==> src/rtl/shift_sequencer.sv <==
// Multi-cycle shifter for SLL/SRL/SRA: moves the work register one bit per cycle
// while stall holds the core. The result is presented with a one-cycle done pulse.
module shift_sequencer #(
    parameter int XLEN    = 32,
    parameter int SHAMT_W = 5
) (
    input  logic               clk,
    input  logic               reset,
    input  logic               start,
    input  logic               flush,
    input  logic [1:0]         shift_op,
    input  logic [XLEN-1:0]    operand,
    input  logic [SHAMT_W-1:0] shamt,
    output logic               stall,
    output logic               busy,
    output logic               done,
    output logic [XLEN-1:0]    result,
    output logic               err
);

    typedef enum logic [1:0] {
        st_idle  = 2'b00,
        st_shift = 2'b01,
        st_done  = 2'b10
    } state_t;

    localparam logic [1:0]         OP_SLL  = 2'b00;
    localparam logic [1:0]         OP_SRA  = 2'b11;
    localparam logic [1:0]         OP_RSVD = 2'b10;
    localparam logic [SHAMT_W-1:0] CNT_ONE = SHAMT_W'(1);
    localparam logic [SHAMT_W-1:0] CNT_ZERO = '0;

    state_t             state_reg, state_next;
    logic [1:0]         op_reg, op_next;
    logic [XLEN-1:0]    work_reg, work_next;
    logic [SHAMT_W-1:0] cnt_reg, cnt_next;
    logic [XLEN-1:0]    result_reg, result_next;
    logic               busy_reg, busy_next;
    logic               done_reg, done_next;
    logic               err_reg, err_next;

    logic               can_accept;
    logic               shift_left;
    logic               shift_arith;
    logic [XLEN-1:0]    work_shifted;

    assign can_accept  = (state_reg == st_idle) || (state_reg == st_done);
    assign shift_left  = (op_reg == OP_SLL);
    assign shift_arith = (op_reg == OP_SRA);

    // One-bit shift network; the end bits take the fill value (zero or sign).
    genvar gi;
    generate
        for (gi = 0; gi < XLEN; gi++) begin : g_bit
            if (gi == 0) begin : g_lsb
                assign work_shifted[gi] = shift_left ? 1'b0 : work_reg[gi+1];
            end else if (gi == XLEN - 1) begin : g_msb
                assign work_shifted[gi] = shift_left  ? work_reg[gi-1] :
                                          shift_arith ? work_reg[XLEN-1] : 1'b0;
            end else begin : g_mid
                assign work_shifted[gi] = shift_left ? work_reg[gi-1] : work_reg[gi+1];
            end
        end
    endgenerate

    always_comb begin
        state_next  = state_reg;
        op_next     = op_reg;
        work_next   = work_reg;
        cnt_next    = cnt_reg;
        result_next = result_reg;
        err_next    = 1'b0;

        case (state_reg)
            st_idle, st_done: begin
                if (flush) begin
                    state_next = st_idle;
                end else if (start) begin
                    op_next   = shift_op;
                    work_next = operand;
                    if (shift_op == OP_RSVD) begin
                        // Reserved encoding passes the operand through and flags it.
                        cnt_next    = CNT_ZERO;
                        result_next = operand;
                        err_next    = 1'b1;
                        state_next  = st_done;
                    end else if (shamt == CNT_ZERO) begin
                        cnt_next    = CNT_ZERO;
                        result_next = operand;
                        state_next  = st_done;
                    end else begin
                        cnt_next   = shamt;
                        state_next = st_shift;
                    end
                end else begin
                    state_next = st_idle;
                end
            end
            st_shift: begin
                if (flush) begin
                    cnt_next   = CNT_ZERO;
                    state_next = st_idle;
                end else begin
                    // cnt is at least one here, so the decrement cannot wrap.
                    work_next = work_shifted;
                    cnt_next  = cnt_reg - CNT_ONE;
                    err_next  = start;
                    if (cnt_reg == CNT_ONE) begin
                        result_next = work_shifted;
                        state_next  = st_done;
                    end
                end
            end
            default: begin
                state_next = st_idle;
            end
        endcase
    end

    assign busy_next = (state_next == st_shift);
    assign done_next = (state_next == st_done);

    always_ff @(posedge clk) begin
        if (reset) begin
            state_reg  <= st_idle;
            op_reg     <= '0;
            work_reg   <= '0;
            cnt_reg    <= '0;
            result_reg <= '0;
            busy_reg   <= 1'b0;
            done_reg   <= 1'b0;
            err_reg    <= 1'b0;
        end else begin
            state_reg  <= state_next;
            op_reg     <= op_next;
            work_reg   <= work_next;
            cnt_reg    <= cnt_next;
            result_reg <= result_next;
            busy_reg   <= busy_next;
            done_reg   <= done_next;
            err_reg    <= err_next;
        end
    end

    assign stall  = (start && can_accept && !flush) || (state_reg == st_shift);
    assign busy   = busy_reg;
    assign done   = done_reg;
    assign result = result_reg;
    assign err    = err_reg;

endmodule

==> config.mk <==
export PLATFORM = sky130hd
export DESIGN_NAME = shift_sequencer
export DESIGN_NICKNAME = d
export VERILOG_FILES = /design/src/rtl/shift_sequencer.sv
export SDC_FILE = /design/constraint.sdc
export NUM_CORES = 1
export LEC_CHECK = 0
export ABC_AREA = 1
export CAP_MARGIN = 10
export CELL_PAD_IN_SITES_DETAIL_PLACEMENT = 0
export CELL_PAD_IN_SITES_GLOBAL_PLACEMENT = 1
export CORE_ASPECT_RATIO = 2
export CORE_MARGIN = 2
export CORE_UTILIZATION = 36
export CTS_CLUSTER_SIZE = 10
export DETAILED_ROUTE_END_ITERATION = 10
export PLACE_DENSITY = 0.8
export SLEW_MARGIN = 20
export SYNTH_ARGS = -nofsm -noshare
export SYNTH_HDL_FRONTEND = slang
export SYNTH_SLANG_ARGS = --single-unit
==> constraint.sdc <==
create_clock -name clk -period 1.6 [get_ports clk]
set_input_delay 0.24 -clock clk [delete_from_list [all_inputs] [get_ports clk]]
set_output_delay 0.24 -clock clk [all_outputs]
set_load 0.1 [all_outputs]
# Word-level counts from Yosys, hierarchy flattened
# Index checks and enable logic that the tools add are counted.
[word_totals] ff_bits=76 latch_bits=0 ramBits=0 romBits=0 in_bits=43 output_inout_bits=36 wordCells=98 n_memories=0
[classes] addsub=1 mul=0 n_div=0 order_cmp=0 eq_ne=12 n_shift=0 mux=62 bitwise_logic=1 reduce_logical=14
[op_table] operator="$mux W32" count=9
[op_table] operator="$pmux W32 S2" count=2
[op_table] operator="$mux W1" count=37
[op_table] operator="$mux W5" count=5
[op_table] operator="$mux W2" count=6
[op_table] operator="$pmux W5 S2" count=1
[op_table] operator="$eq A2 B2 Y1 const B" count=4
[op_table] operator="$ne A2 B2 Y1 const B" count=4
[op_table] operator="$reduce_and A3 Y1" count=2
[op_table] operator="$reduce_and A6 Y1" count=1
[op_table] operator="$eq A5 B1 Y1 const B" count=1
[op_table] operator="$logic_not A5 Y1" count=1
[op_table] operator="$sub A5 B1 Y5 const B" count=1
[op_table] operator="$eq A2 B1 Y1 const B" count=2
[op_table] operator="$logic_not A2 Y1" count=2
[op_table] operator="$pmux W2 S2" count=1
[op_table] operator="$reduce_and A4 Y1" count=1
[op_table] operator="$ne A3 B3 Y1 const B" count=1
[op_table] operator="$logic_and A1 B1 Y1" count=2
[op_table] operator="$logic_or A1 B1 Y1" count=2
[op_table] operator="$pmux W1 S2" count=1
[op_table] operator="$reduce_bool A2 Y1" count=1
[op_table] operator="$reduce_or A2 Y1" count=1
[op_table] operator="$logic_not A1 Y1" count=1
[op_table] operator="$not A1 Y1" count=1

# Depth between registers and ports, before layout
[logic_depth] depth_word=7 mapped_depth=12 mapped_depth_nobuf=10

# Worst setup path after synthesis
# Ideal clock, no wire load.
[synth_timing] kind="reg-to-reg" from="register state_reg[0]" to="register cnt_reg[0]" setup_time_ps=127 t_arrival_ps=1860 t_required_ps=1473 path_slack_ps=-387 stages_incl_launch_ff=9 path_buffers=1 synth_period_minus_slack_ps=1987 cell_sequence="dfxtp_1 -> inv_2 -> nor2_8 -> inv_2 -> buf_2 -> nand2_1 -> inv_1 -> a21oi_1 -> a21oi_1"
[synth_between] elab_chain_len=4 elab_cells_between_ends=9 classes_between="4 x eq/ne; 1 x mux; 4 x reduce/logical"
[synth_lines] item="start, declared" line_no="33" rtl="state_t state_reg, state_next;"
[synth_lines] item="start signal, assigned" line_no="125" rtl="state_reg <= st_idle;"
[synth_lines] item="start signal, assigned" line_no="134" rtl="state_reg <= state_next;"
[synth_lines] item="$eq A2 B2 Y1 or $logic_not A2 Y1 (tied branches)" line_no="74" rtl="case (state_reg)"
[synth_lines] item="$reduce_or A2 Y1" line_no="74"
[synth_lines] item="$ne A2 B2 Y1 (no line) or $reduce_bool A2 Y1 (tied branches)"
[synth_lines] item="$reduce_and A3 Y1 (no line)"
[synth_lines] item="end signal, assigned" line_no="137" rtl="cnt_reg <= cnt_next;"
[synth_lines] item="end, declared" line_no="36" rtl="logic [SHAMT_W-1:0] cnt_reg, cnt_next;"
# Several ways; a longest one is shown, not always the timed one.
# A chain may end at the register's enable or synchronous reset.

# Worst setup path in the final report
[layout_timing] from="register state_reg[0]" to="output port stall"
[layout_between] elab_chain_len=5 elab_cells_between_ends=7 classes_between="2 x eq/ne; 5 x reduce/logical"
[layout_lines] item="$eq A2 B2 Y1 or $logic_not A2 Y1 (tied branches)" line_no="47" rtl="assign can_accept = (state_reg == st_idle) || (state_reg == st_done);"
[layout_lines] item="$logic_or A1 B1 Y1" line_no="47"
[layout_lines] item="$logic_and A1 B1 Y1 (2 in series)" line_no="145" rtl="assign stall = (start && can_accept && !flush) || (state_reg == st_shift);"
[layout_lines] item="$logic_or A1 B1 Y1 (*)" line_no="145"
[layout_lines] item="end, declared" line_no="14" rtl="output logic stall,"
# Every way passes the cells marked *; elsewhere a longest branch is shown, timed or not.

==> flow_metrics.py <==
metrics = {
    "outcome": {
        "outcome": "complete, no violations",
    },
    "worst_setup_path": {
        "worst_ep_arrival_time_ps": 1270,
        "cp_max_fo": 4,
        "cp.required_ps": 1360,
        "cp-endpoint": "stall",
        "startpoint": "state_reg[0]",
        "crit_buf_inv": 4,
        "slowest_stage": "dfxtp_2",
        "r2r_cells": 9,
        "crit_chain": "inv_2 > nor2_8 > buf_6 > inv_4 > nand2_8 > buf_12",
        "cp-start-kind": "register",
        "max_stage_delay_ps": 330,
        "cp_num_cells": 6,
        "reg2reg_slack_ps": 120,
        "cp_top_family": "buffers and inverters",
        "worst_setup_path_end_kind": "primary output",
        "timing.rr.end": "result[25]",
        "r2r-start": "cnt_reg[0]",
        "path_class": "register to primary output",
    },
    "detailed_routing": {
        "dr.pass1.iters": 4,
        "route.vias.total": 4078,
        "drtIter0Drc": 129,
        "drt_wl_total_mm": 10.4,
        "drc": 0,
        "wl_per_cell_um": 12.0,
        "antenna_left": 0,
        "avgViaCountPerCell": 4.70,
    },
    "floorplanning": {
        "core_um2": 10800,
        "start_util_pct": 36.7,
        "die_h_um": 152,
        "core.rowCount": 54,
        "die_w_um": 78.2,
        "ios": 79,
        "die_area_um2": 11900,
    },
    "synthesis": {
        "synth.top_cell.area_share_pct": 38.3,
        "yosysWarnings": 0,
        "synth_top_area_cell": "dfxtp_1",
        "synthCells": 641,
        "yosysUniqueCellTypes": 22,
        "syn-cell-area_um2": 3970,
        "syn_nets": 686,
        "synth_seq_cells": 76,
        "yosysSeqAreaShare_pct": 38.3,
        "synth.avg_cell_area_um2": 6.19,
        "ys_top_cells_by_area": "dfxtp_1, nand2_1, nand3_1, inv_1, nor2_1",
    },
    "clocking": {
        "numClockSinks": 76,
        "clkTransAtPathRegs_ps": 60,
        "clock_path_buffers": 2,
        "cts_hold_buf": 0,
        "cts_root_buffer": "clkbuf_16",
        "clk_latency_ps": 330,
        "cts_max_level": 3,
        "cts_made_buffers": 9,
        "cts_tree": "built",
    },
    "final_layout": {
        "insertedDiodeCount": 0,
        "area_growth_pct": 45.9,
        "seqCellArea_um2": 1520,
        "final_cell_mix": "nand2_1, inv_1, nand3_1",
        "final_cell_count_no_fill": 868,
        "drive_above_1_share_pct": 14.7,
        "mostFrequentLayoutCell": "nand2_1",
        "multi_input_area_um2": 1950,
        "nFillCells": 1074,
        "nNetsFinal": 768,
    },
    "global_route": {
        "grt-ovfl-total": 0,
        "grt_pass1_vias": 3961,
        "grt_max_degree": 48,
        "grt_pass1_wl_mm": 17.5,
        "grt_antenna_before_repair": 0,
        "grt_usage_pct": 18.2,
    },
    "hold_path": {
        "worstHoldPathType": "input pin to register",
    },
    "timing": {
        "fin_crit_ps": 1510,
        "setup_viol_count_final": 0,
        "tightest_slew_ps": 312,
        "fmax_mhz": 661,
        "final-max-slew-violation-count": 0,
        "fin_worst_skew_ps": 8.64,
        "fin_ws_ps": 87.4,
        "finalHoldWorstSlack_ps": 417,
        "tns_ps": 0,
        "min_period_over_period_pct": 94.5,
        "slew_headroom_pct": 79.1,
        "grt_setup_unrepaired": "no",
        "hold_viol": 0,
    },
    "placed_design": {
        "io_buffer_count": 78,
        "pre_cts_slack_ps": -89.1,
        "dp.cells": 846,
        "hpwlAfterDp_mm": 7.55,
        "gp_congestion": 0.826,
    },
    "power_and_ir_drop": {
        "peakVddDrop_mv": 0.654,
        "p_leak_uw": 0.00301,
        "total_power_uw": 6030,
        "powerDensity_nw_per_um2": 1040,
    },
    "run": {
        "drv_cap": 0,
    },
}
where the power goes:
| part | total, uW | switching, uW | leakage [uW] | internal [uW] |
|---|---|---|---|---|
| clock | 2370 | 765 | 0.000173 | 1610 |
| sequential | 2140 | 106 | 0.000624 | 2030 |
| combinational | 1520 | 916 | 0.00221 | 604 |
area by class of cell:
cell class / count / share of cell area (%)
inverter: 95 / 6.21
multi-input combinational: 433 / 33.7
clock buffer: 12 / 4.43
tap: 140 / 3.03
timing repair buffer: 108 / 24.6
sequential: 76 / 26.3
clock inverter: 4 / 1.64
worst register-to-register path, stage by stage, from the launching register on:
cell and delay [ps]:
dfxtp_1 380, ha_1 170, inv_1 40, nor2_1 70
nand2_1 100, nand2_1 90, nand3_2 110, buf_12 190
nor2_1 180, nor2_1 60
cell usage after synthesis:
library cell,n
nand2_1,190
buf_2,13
inv_2,3
buf_6,1
nand3_1,83
o21ai_1,1
buf_1,1
or2_2,15
xnor2_1,1
a21oi_1,13
o21ai_0,24
buf_4,1
o211ai_1,16
clkbuf_1,21
dfxtp_1,76
ha_1,2
nor2_8,1
nor2_1,84
inv_1,92
nand3_2,1
nor3_1,1
nand2_2,1
metrics by stage:
step	cell area (um2)	util (%)
2_1_floorplan	3980	-
3_3_place_gp	5360	49.6
3_5_place_dp	5360	49.6
4_1_cts	5750	53.2
5_1_grt	5790	53.5
6_report	5790	53.5
worst min-delay path by stage:
stage / cells past startpoint / start / to
2_1_floorplan: 2 / shamt[0] / cnt_reg[0]
3_3_place_gp: 2 / op_reg[1] / op_reg[1]
3_5_place_dp: 2 / op_reg[0] / op_reg[0]
4_1_cts: 2 / op_reg[0] / op_reg[0]
5_1_grt: 6 / start / err
6_report: 6 / start / err
cells by family after synthesis:
group,count (synthesis),synth area share [%]
AND/OR/NAND/NOR,376,39.8
buffers and inverters,132,13.2
flip-flops,76,38.3
AO/OA/AOI/OAI,54,7.82
adder cells (fa/ha/maj),2,0.631
XOR/XNOR,1,0.221
repair_timing:
action | in CTS | in global routing
pin swaps | 0 | 3
endpoints found under the setup margin | 1 | 21
resized for setup | 4 | 4
setup buffers | 2 | 4
endpoints found under the hold margin | 0 | 0
per-layer routing:
layer	vias up	track usage [%]	wire length (um)	share of wire, %
met1	1849	19.3	4110	39
met4	0	7.60	187	1.8
met5	-	0	0	0
met2	86	34.2	5730	55
li1	2130	-	-	-
met3	13	3.32	404	3.9
Note: power is estimated with default switching activity, not from simulation.
